[src/rtl/rnn_mem_pkg.sv]
// Shared memory-port constants and msel encodings for the RNN accelerator.
package rnn_mem_pkg;

    localparam int MEM_AW = 17;
    localparam int MEM_DW = 20;
    localparam int MEM_SW = 3;

    typedef enum logic [MEM_SW-1:0] {
        MSEL_W   = 3'b000,
        MSEL_B   = 3'b001,
        MSEL_U   = 3'b010,
        MSEL_BH  = 3'b011,
        MSEL_IN  = 3'b100,
        MSEL_OUT = 3'b101
    } msel_e;

endpackage

[src/rtl/rnn_mem_arbiter_if.sv]
// Requester-side bus (requesters are master) and memory-side bus (arbiter is master).
interface rnn_mem_arbiter_if #(
    parameter int NREQ = 3,
    parameter int AW   = 17,
    parameter int DW   = 20,
    parameter int SW   = 3
);
    logic [NREQ-1:0]    req;
    logic [NREQ-1:0]    we;
    logic [SW*NREQ-1:0] sel;
    logic [AW*NREQ-1:0] addr;
    logic [DW*NREQ-1:0] wdata;
    logic [NREQ-1:0]    gnt;
    logic [NREQ-1:0]    rvalid;
    logic [DW-1:0]      rdata;

    modport master (output req, we, sel, addr, wdata, input gnt, rvalid, rdata);
    modport slave  (input req, we, sel, addr, wdata, output gnt, rvalid, rdata);
endinterface

interface rnn_mem_port_if #(
    parameter int AW = 17,
    parameter int DW = 20,
    parameter int SW = 3
);
    logic          mce;
    logic [SW-1:0] msel;
    logic [AW-1:0] maddr;
    logic [DW-1:0] mdata_w;
    logic [DW-1:0] mdata_r;

    modport master (output mce, msel, maddr, mdata_w, input mdata_r);
    modport slave  (input mce, msel, maddr, mdata_w, output mdata_r);
endinterface

[src/rtl/rnn_mem_arbiter_rr_pick.sv]
// Circular first-set finder: lowest set req at or after ptr, wrapping at N-1.
module rr_pick #(
    parameter int N = 3,
    localparam int PW = (N > 1) ? $clog2(N) : 1
) (
    input  logic [N-1:0]  req,
    input  logic [PW-1:0] ptr,
    output logic [N-1:0]  gnt,
    output logic [PW-1:0] idx,
    output logic          any
);

    always_comb begin
        gnt = '0;
        idx = '0;
        any = 1'b0;
        for (int k = 0; k < N; k++) begin
            logic [PW-1:0] j;
            j = PW'((int'(ptr) + k) % N);
            if (!any && req[j]) begin
                any    = 1'b1;
                gnt[j] = 1'b1;
                idx    = j;
            end
        end
    end

endmodule

[src/rtl/rnn_mem_arbiter.sv]
// Round-robin arbiter with bounded bursts sharing one memory port; registered
// command stage and read returns tagged to the issuing requester.
module rnn_mem_arbiter
    import rnn_mem_pkg::*;
#(
    parameter int NREQ      = 3,
    parameter int MAX_BURST = 4,
    parameter int AW        = MEM_AW,
    parameter int DW        = MEM_DW,
    parameter int SW        = MEM_SW
) (
    input  logic             clk,
    input  logic             reset,
    rnn_mem_arbiter_if.slave req_bus,
    rnn_mem_port_if.master   mem_bus
);

    localparam int PW = (NREQ > 1) ? $clog2(NREQ) : 1;
    localparam int CW = $clog2(MAX_BURST + 1);

    logic [SW-1:0] sel_arr   [NREQ];
    logic [AW-1:0] addr_arr  [NREQ];
    logic [DW-1:0] wdata_arr [NREQ];

    for (genvar gi = 0; gi < NREQ; gi++) begin : g_slice
        assign sel_arr[gi]   = req_bus.sel[gi*SW +: SW];
        assign addr_arr[gi]  = req_bus.addr[gi*AW +: AW];
        assign wdata_arr[gi] = req_bus.wdata[gi*DW +: DW];
    end

    logic [PW-1:0] ptr_q, ptr_d;
    logic [PW-1:0] owner_q, owner_d;
    logic          owner_vld_q, owner_vld_d;
    logic [CW-1:0] cnt_q, cnt_d;
    logic          mce_q, mce_d;
    logic [SW-1:0] msel_q, msel_d;
    logic [AW-1:0] maddr_q, maddr_d;
    logic [DW-1:0] mdata_w_q, mdata_w_d;
    logic          rd0_vld_q, rd0_vld_d, rd1_vld_q, rd1_vld_d;
    logic [PW-1:0] rd0_id_q, rd0_id_d, rd1_id_q, rd1_id_d;

    logic            keep;
    logic [PW-1:0]   search_ptr;
    logic [NREQ-1:0] pick_gnt;
    logic [PW-1:0]   pick_idx;
    logic            pick_any;
    logic [NREQ-1:0] gnt_vec;
    logic [PW-1:0]   gnt_idx;
    logic            gnt_any;
    logic [NREQ-1:0] rvalid_vec;

    // An exhausted or abandoned burst hands the search to the next requester
    // in the same cycle, so waiters never see a bubble.
    always_comb begin
        keep       = owner_vld_q && req_bus.req[owner_q] && (cnt_q < CW'(MAX_BURST));
        search_ptr = ptr_q;
        if (owner_vld_q && !keep) begin
            search_ptr = (owner_q == PW'(NREQ - 1)) ? '0 : owner_q + PW'(1);
        end
    end

    rr_pick #(.N(NREQ)) u_pick (
        .req (req_bus.req),
        .ptr (search_ptr),
        .gnt (pick_gnt),
        .idx (pick_idx),
        .any (pick_any)
    );

    always_comb begin
        gnt_vec = '0;
        gnt_idx = pick_idx;
        gnt_any = 1'b0;
        if (!reset) begin
            if (keep) begin
                gnt_vec[owner_q] = 1'b1;
                gnt_idx          = owner_q;
                gnt_any          = 1'b1;
            end else if (pick_any) begin
                gnt_vec = pick_gnt;
                gnt_any = 1'b1;
            end
        end
    end

    always_comb begin
        ptr_d       = ptr_q;
        owner_d     = owner_q;
        owner_vld_d = owner_vld_q;
        cnt_d       = cnt_q;
        if (gnt_any) begin
            if (keep) begin
                cnt_d = cnt_q + CW'(1);
            end else begin
                ptr_d       = search_ptr;
                owner_d     = gnt_idx;
                owner_vld_d = 1'b1;
                cnt_d       = CW'(1);
            end
        end else begin
            owner_vld_d = 1'b0;
            cnt_d       = '0;
        end

        mce_d     = gnt_any;
        msel_d    = gnt_any ? sel_arr[gnt_idx]   : msel_q;
        maddr_d   = gnt_any ? addr_arr[gnt_idx]  : maddr_q;
        mdata_w_d = gnt_any ? wdata_arr[gnt_idx] : mdata_w_q;

        rd0_vld_d = gnt_any && !req_bus.we[gnt_idx];
        rd0_id_d  = gnt_idx;
        rd1_vld_d = rd0_vld_q;
        rd1_id_d  = rd0_id_q;

        rvalid_vec = '0;
        if (rd1_vld_q && !reset) begin
            rvalid_vec[rd1_id_q] = 1'b1;
        end
    end

    always_ff @(posedge clk) begin
        if (reset) begin
            ptr_q       <= '0;
            owner_q     <= '0;
            owner_vld_q <= 1'b0;
            cnt_q       <= '0;
            mce_q       <= 1'b0;
            msel_q      <= '0;
            maddr_q     <= '0;
            mdata_w_q   <= '0;
            rd0_vld_q   <= 1'b0;
            rd0_id_q    <= '0;
            rd1_vld_q   <= 1'b0;
            rd1_id_q    <= '0;
        end else begin
            ptr_q       <= ptr_d;
            owner_q     <= owner_d;
            owner_vld_q <= owner_vld_d;
            cnt_q       <= cnt_d;
            mce_q       <= mce_d;
            msel_q      <= msel_d;
            maddr_q     <= maddr_d;
            mdata_w_q   <= mdata_w_d;
            rd0_vld_q   <= rd0_vld_d;
            rd0_id_q    <= rd0_id_d;
            rd1_vld_q   <= rd1_vld_d;
            rd1_id_q    <= rd1_id_d;
        end
    end

    assign req_bus.gnt     = gnt_vec;
    assign req_bus.rvalid  = rvalid_vec;
    assign req_bus.rdata   = mem_bus.mdata_r;
    assign mem_bus.mce     = mce_q;
    assign mem_bus.msel    = msel_q;
    assign mem_bus.maddr   = maddr_q;
    assign mem_bus.mdata_w = mdata_w_q;

endmodule

[src/flat_wrapper.sv]
// flat-port wrapper written by rule: the top's interface ports become plain ports
module rnn_mem_arbiter_flat import rnn_mem_pkg::*;
#(
    parameter int NREQ      = 3,
    parameter int MAX_BURST = 4,
    parameter int AW        = MEM_AW,
    parameter int DW        = MEM_DW,
    parameter int SW        = MEM_SW
)
  (clk, reset, req_bus_req, req_bus_we, req_bus_sel, req_bus_addr, req_bus_wdata, req_bus_gnt, req_bus_rvalid, req_bus_rdata, mem_bus_mce, mem_bus_msel, mem_bus_maddr, mem_bus_mdata_w, mem_bus_mdata_r);
  rnn_mem_arbiter_if #(.NREQ(NREQ), .AW(AW), .DW(DW), .SW(SW)) req_bus_i ();
  rnn_mem_port_if #(.AW(AW), .DW(DW), .SW(SW)) mem_bus_i ();
  input  logic clk;
  input  logic reset;
  input wire logic [$bits(req_bus_i.req)-1:0] req_bus_req;
  input wire logic [$bits(req_bus_i.we)-1:0] req_bus_we;
  input wire logic [$bits(req_bus_i.sel)-1:0] req_bus_sel;
  input wire logic [$bits(req_bus_i.addr)-1:0] req_bus_addr;
  input wire logic [$bits(req_bus_i.wdata)-1:0] req_bus_wdata;
  output wire logic [$bits(req_bus_i.gnt)-1:0] req_bus_gnt;
  output wire logic [$bits(req_bus_i.rvalid)-1:0] req_bus_rvalid;
  output wire logic [$bits(req_bus_i.rdata)-1:0] req_bus_rdata;
  output wire logic [$bits(mem_bus_i.mce)-1:0] mem_bus_mce;
  output wire logic [$bits(mem_bus_i.msel)-1:0] mem_bus_msel;
  output wire logic [$bits(mem_bus_i.maddr)-1:0] mem_bus_maddr;
  output wire logic [$bits(mem_bus_i.mdata_w)-1:0] mem_bus_mdata_w;
  input wire logic [$bits(mem_bus_i.mdata_r)-1:0] mem_bus_mdata_r;
  assign req_bus_i.req = req_bus_req;
  assign req_bus_i.we = req_bus_we;
  assign req_bus_i.sel = req_bus_sel;
  assign req_bus_i.addr = req_bus_addr;
  assign req_bus_i.wdata = req_bus_wdata;
  assign req_bus_gnt = req_bus_i.gnt;
  assign req_bus_rvalid = req_bus_i.rvalid;
  assign req_bus_rdata = req_bus_i.rdata;
  assign mem_bus_mce = mem_bus_i.mce;
  assign mem_bus_msel = mem_bus_i.msel;
  assign mem_bus_maddr = mem_bus_i.maddr;
  assign mem_bus_mdata_w = mem_bus_i.mdata_w;
  assign mem_bus_i.mdata_r = mem_bus_mdata_r;
  rnn_mem_arbiter #(.NREQ(NREQ), .MAX_BURST(MAX_BURST), .AW(AW), .DW(DW), .SW(SW)) u_core (.clk(clk), .reset(reset), .req_bus(req_bus_i), .mem_bus(mem_bus_i));
endmodule
[config.mk]
export PLATFORM = sky130hd
export DESIGN_NAME = rnn_mem_arbiter_flat
export DESIGN_NICKNAME = d
export VERILOG_FILES = /design/src/rtl/rnn_mem_pkg.sv /design/src/rtl/rnn_mem_arbiter_if.sv /design/src/rtl/rnn_mem_arbiter_rr_pick.sv /design/src/rtl/rnn_mem_arbiter.sv /design/src/flat_wrapper.sv
export SDC_FILE = /design/constraint.sdc
export NUM_CORES = 1
export LEC_CHECK = 0
export CAP_MARGIN = 20
export CORE_UTILIZATION = 39
export CTS_CLUSTER_SIZE = 24
export DETAILED_ROUTE_END_ITERATION = 10
export PLACE_DENSITY = 0.86
export SYNTH_ARGS = -nofsm -noshare
export SYNTH_HDL_FRONTEND = slang
export SYNTH_SLANG_ARGS = --single-unit
[constraint.sdc]
create_clock -name clk -period 8 [get_ports clk]
set_input_delay 1.6 -clock clk [delete_from_list [all_inputs] [get_ports clk]]
set_output_delay 1.6 -clock clk [all_outputs]
set_load 0.02 [all_outputs]
==> results of run 1 <==
-- sequential cells by signal, indices dropped and copies added (netlist names) --
name                    flops
u_core.rd0_vld_q            1
u_core.rd1_vld_q            1
u_core.mem_bus.mdata_w     20
u_core.owner_vld_q          1
u_core.rd0_id_q             2
u_core.ptr_q                2
u_core.mem_bus.maddr       17
u_core.mem_bus.msel         3
u_core.owner_q              2
u_core.mem_bus.mce          1
u_core.rd1_id_q             2
u_core.cnt_q                3
-- final timing paths --
path	from	to	depth (start not counted)
max	req_bus_req[2]	req_bus_gnt[1]	14
min	u_core.rd0_id_q[1]	u_core.rd1_id_q[1]	1
max reg2reg	u_core.owner_q[0]	u_core.mem_bus.mdata_w[17]	14
min reg2reg	u_core.rd0_id_q[1]	u_core.rd1_id_q[1]	1
-- layout make-up --
type                    instances  area, µm²
clock buffers                   5       68.8
clock inverters                 3       25.0
fillers                       665       2910
inverters                       6       22.5
multi-input cells             252       1830
flip-flops and latches         55       1100
well taps                     102        128
repair buffers                180       1810
-- cell families (layout without fill, tap and decap cells) --
group | Yosys count | count (layout)
and+or+nand+nor | 87 | 87
AOI/OAI and AO/OA | 151 | 151
adders and majority gates | 5 | 5
buffers and inverters | 57 | 194
DFF | 55 | 55
muxes | 9 | 9
-- power groups by stage --
stage,logic [µW],clock network (µW),registers (µW)
global placement,1350,0,464
finish,1380,159,462
global route,1510,174,476
CTS,1390,164,463
detailed placement,1380,0,469
floorplan,878,0,572
-- stage by stage --
stage	std cells	instance area (µm²)	setup WS, ns	hold WS, ns
2_1_floorplan	364	3240	2.03	0.414
5_1_grt	603	4980	0.527	0.470
3_3_place_gp	594	4860	0.847	0.422
6_report	603	4980	0.795	0.450
3_5_place_dp	595	4890	0.801	0.429
4_1_cts	603	4980	0.778	0.456
-- metal layers --
metal / track usage / up-vias / routed length [µm]
li1: - / 1606 / -
met4: 0.0615 / 0 / 137
met1: 0.264 / 1570 / 3800
met3: 0.0569 / 16 / 652
met2: 0.379 / 134 / 4840
met5: 0 / - / 0
-- synthesized netlist by cell type (2+ instances only) --
library cell,n
o21ai_0,3
nand3b_1,3
or2b_1,10
ha_1,5
nor2b_1,6
o22a_1,2
and2_1,3
dfxtp_1,55
clkbuf_2,4
a211oi_1,2
o22ai_1,3
clkbuf_1,9
mux2i_1,4
mux2_2,3
inv_1,5
a21oi_1,59
o21a_1,3
nor3b_1,2
buf_6,5
a21oi_2,23
buf_4,20
o221ai_1,40
nand3_1,2
nor3_1,2
buf_2,13
nand2_1,11
nor2_1,9
nor4bb_1,2
nand2b_1,32
-- worst reg2reg max path: cells and delay by family, from the launching register on --
kind,cells,cell delay (ns)
muxes,1,0.28
and+or+nand+nor,4,0.79
adders and majority gates,1,0.50
buffers and inverters,2,0.62
AOI/OAI and AO/OA,6,1.91
DFF,1,0.40
==> flow_summary.ini, run 1 <==
[logic_synthesis]
yosys_warnings = 0
synth_xor_area_frac = 0
synth_seq_cells = 55
yosys.area_share.simple = 0.161
netlist_area_um2 = 3240
syn-num-nets = 517
synth_compound_area_frac = 0.339
synth_top_family_by_area = compound AO/OA/AOI/OAI gates
seq_area_frac_synth = 0.339
synthMuxAreaShare = 0.0343
yosysUniqueCellTypes = 53
yosys.area.top_type = dfxtp_1
synth_cells = 364
synth_edf_count = 0
syn_avg_cell_area_um2 = 8.91
synth.top_cell.area_share = 0.339
ys.flop_type = dfxtp_1
yosys.area_share.adder = 0.0193
synth_async_sr_flop_share = 0
synth_area_leaders = dfxtp_1, o221ai_1, a21oi_1

[critical_path]
cp_cell_sequence = clkdlybuf4s50_1 > mux2i_1 > o22a_1 > nand2_1 > nor3b_1 > a21oi_1 > inv_1 > ha_1 > mux2i_1 > o22a_1 > a41oi_4 > buf_4 > nor2b_1 > clkdlybuf4s50_1
crit_buf_inv = 4
cp.required_ns = 6.40
crit_path_start_kind = primary input
slowest_delay_ns = 0.61
worstPathArrival_ns = 5.61
slowest_stage = clkdlybuf4s50_1
rrSetupSlack_ns = 3.45
worst_setup_path_end_kind = output pin
critPathTopFamily = buffers and inverters
crit_fanout = 46
critical_path_class = in -> out

[floorplanning]
row_count = 32
core-area_um2 = 7890
start_util = 0.411
dieArea_um2 = 8690
top_level_ports = 215
die_h_um = 93.2
die_w_um = 93.2

[final_layout]
utilization = 0.632
fin_nets = 653
drive_gt1_frac = 0.0938
diodes = 0
area_growth_pct = 53.6
layout_common_cells = clkdlybuf4s50_1, a21oi_1, dfxtp_1
final_common_cell = clkdlybuf4s50_1

[global_route]
grt_usage = 0.218
grt_pass1_wl_mm = 15.3
overflow = 0
grt_max_degree = 47
grt_pass1_vias = 3163
antenna_found_initial = 0

[detailed_routing]
routed-via-count = 3326
wl_per_cell_um = 15.6
viasPerCell = 5.52
drc = 0
drtIter0Drc = 89
drt_pass1_iterations = 6
drt-total-wl_mm = 9.43
antenna_left = 0

[sta]
hold_viol = 0
rsz0062_at_grt = false
fmax_mhz = 139
fin_crit_ns = 7.21
worst_pin_slew_ns = 0.930
slew_viol_final = 0
maxSlewHeadroom = 0.380
setup_viol_count_final = 0
post-route-period-util = 0.901
fin_tns_setup_ns = 0
fin_worst_skew_ns = 0.0138

[clock_network]
cts.repair.resized = 0
cts_buffer_depth = 2
cts_buffers = 5
clk_latency_ns = 0.31
cts-htree-levels = 2
tritoncts = built
hold_buffers = 0
cts.sinks = 55
clkTransAtPathRegs_ns = 0.11
cts_root_buf = clkbuf_8
post_cts_buffers = 0

[run_status]
outcome = completed

[power]
p_per_area_nw_per_um2 = 402
pwr-share-seq = 0.231
p_int_uw = 1070
pwr-share-comb = 0.690
vdd_drop_max_v = 0.000172
leakagePower_uw = 0.00180
p_sw_uw = 934
sw_frac_of_total = 0.466
p_total_uw = 2000
clock_power_share = 0.079

[flow_run]
cap_viol_max_count = 0

[placement]
dp_hpwl_mm = 7.00
place_congestion = 0.867
portBuffers = 174

[worst_hold_path]
hp-class = reg -> reg
Note: power is estimated with default switching activity, not from simulation.
==> inputs of run 2 (changes only) <==
CTS_BUF_LIST = sky130_fd_sc_hd__clkbuf_4 sky130_fd_sc_hd__clkbuf_8 sky130_fd_sc_hd__clkbuf_16   (was unset)
==> results of run 2 <==
Same layout as run 1: the final DEF is identical, and so are final timing and power.
==> inputs of run 3 (changes only) <==
CORE_UTILIZATION = 33   (was 39)
HOLD_SLACK_MARGIN = 0.12   (was unset)
PLACE_DENSITY = 0.78   (was 0.86)
clock period = 5.97 ns   (was 8 ns; I/O delays follow)
==> run 3 against run 2 <==
Effect of this change: register-to-register slack worse by 1.7 ns; final cell count up 6.1%; first-iteration DRC count down 33%; sequential power up 34%; utilization down 8.2 points; die area up 18%; non-clock buffer count up 11; sequential cell count unchanged; clock power up 58%; critical path type unchanged.
==> flow_summary.ini, run 3 (synthesis results as in run 1) <==
[power]
leakagePower_uw = 0.00189
vdd_drop_max_v = 0.000198
p_per_area_nw_per_um2 = 553

[sta]
setup_viol_count_final = 0
fmax_mhz = 173
hold_viol = 0
fin_tns_setup_ns = 0
maxSlewHeadroom = 0.522
fin_crit_ns = 5.80
post-route-period-util = 0.971
fin_worst_skew_ns = 0.0147
worst_pin_slew_ns = 0.714
slew_viol_final = 0

[flow_run]
cap_viol_max_count = 0

[clock_network]
cts.sinks = 55
cts_buffer_depth = 2
clkTransAtPathRegs_ns = 0.11
cts_buffers = 5
cts_root_buf = clkbuf_8
clk_latency_ns = 0.31
cts-htree-levels = 2
tritoncts = built

[run_status]
outcome = completed

[global_route]
antenna_found_initial = 0
overflow = 0
grt_usage = 0.193
grt_max_degree = 45
grt_pass1_wl_mm = 15.7
grt_pass1_vias = 3314

[detailed_routing]
drt-total-wl_mm = 10.5
routed-via-count = 3371
wl_per_cell_um = 16.4
drc = 0
drt_pass1_iterations = 4
drtIter0Drc = 60
antenna_left = 0
viasPerCell = 5.27

[floorplanning]
core-area_um2 = 9370
die_h_um = 101
die_w_um = 101
row_count = 35
dieArea_um2 = 10200
top_level_ports = 215
start_util = 0.346

[critical_path]
critical_path_class = in -> out
cp.required_ns = 4.78
worst_setup_path_end_kind = output pin
crit_fanout = 9
crit_path_start_kind = primary input
worstPathArrival_ns = 4.60

[placement]
place_congestion = 0.920
place_area_um2 = 4980
portBuffers = 174
dp_hpwl_mm = 7.56

[final_layout]
final_common_cell = clkdlybuf4s50_1
largest_reg_flops = 20
fin_nets = 664
layout_common_cells = clkdlybuf4s50_1, a21oi_1, dfxtp_1
utilization = 0.550
drive_gt1_frac = 0.121
final_area_um2 = 5150
diodes = 0
area_growth_pct = 58.7

[worst_hold_path]
hp-class = reg -> reg
==> run 3: cell count changes in the layout (fill, tap and decap cells not counted), sizes merged <==
cell / change
bufinv: +1
buf: +11
dlymetal6s2s: +2
clkinv: -2
clkdlybuf4s50: -2
==> run 3: stage by stage <==
step	hold slack [ns]	std cells	setup WS, ns	power, µW
6_report	0.445	640	0.173	2850
3_5_place_dp	0.428	629	0.0431	2550
5_1_grt	0.462	640	-0.0338	3060
3_3_place_gp	0.418	629	0.163	2500
2_1_floorplan	0.414	364	0.807	1940
4_1_cts	0.455	636	0.0396	2800
==> run 3: per-layer routing <==
metal | vias up | track usage | routed length, µm | part of all wire
li1 | 1620 | - | - | -
met1 | 1609 | 0.214 | 4110 | 0.39
met2 | 132 | 0.355 | 5440 | 0.52
met3 | 10 | 0.0635 | 819 | 0.078
met4 | 0 | 0.0502 | 126 | 0.012
met5 | - | 0 | 0 | 0
==> run 3: what timing repair did <==
action / in CTS / in global routing
setup endpoints to repair: 0 / 3
hold buffers: 0 / 0
buffers inserted: 0 / 4
gates resized for setup: 0 / 8
==> run 3: critical path, cell delays in order <==
cell and delay [ns]:
clkdlybuf4s50_1 0.50, mux2i_1 0.21, o22a_1 0.19, nand2_1 0.12
o31a_1 0.33, inv_1 0.15, ha_4 0.21, mux2_4 0.33
mux2i_4 0.23, buf_4 0.16, nand2_1 0.04, a21boi_0 0.19
o21a_1 0.15, clkdlybuf4s50_1 0.60
==> run 3: final cells by class <==
class | instances | area, µm²
timing repair buffer | 191 | 1900
clock inverter | 2 | 37.5
multi-input combinational | 252 | 1860
tap | 129 | 161
fill | 876 | 4220
inverter | 6 | 22.5
sequential | 55 | 1100
clock buffer | 5 | 68.8
==> run 3: path summary, 6_finish.rpt <==
kind	to	slack (ns)	from	cells past startpoint
max reg2reg	u_core.mem_bus.mdata_w[13]	1.75	u_core.owner_q[1]	15
max	req_bus_gnt[2]	0.17	req_bus_req[0]	14
min reg2reg	u_core.rd1_id_q[1]	0.45	u_core.rd0_id_q[1]	1
min	u_core.rd1_id_q[1]	0.45	u_core.rd0_id_q[1]	1
==> run 3: power by group <==
group          leakage, µW  internal, µW  switching [µW]
clock network    0.0000502           123             128
registers         0.000456           528            89.7
logic              0.00139           896            1080
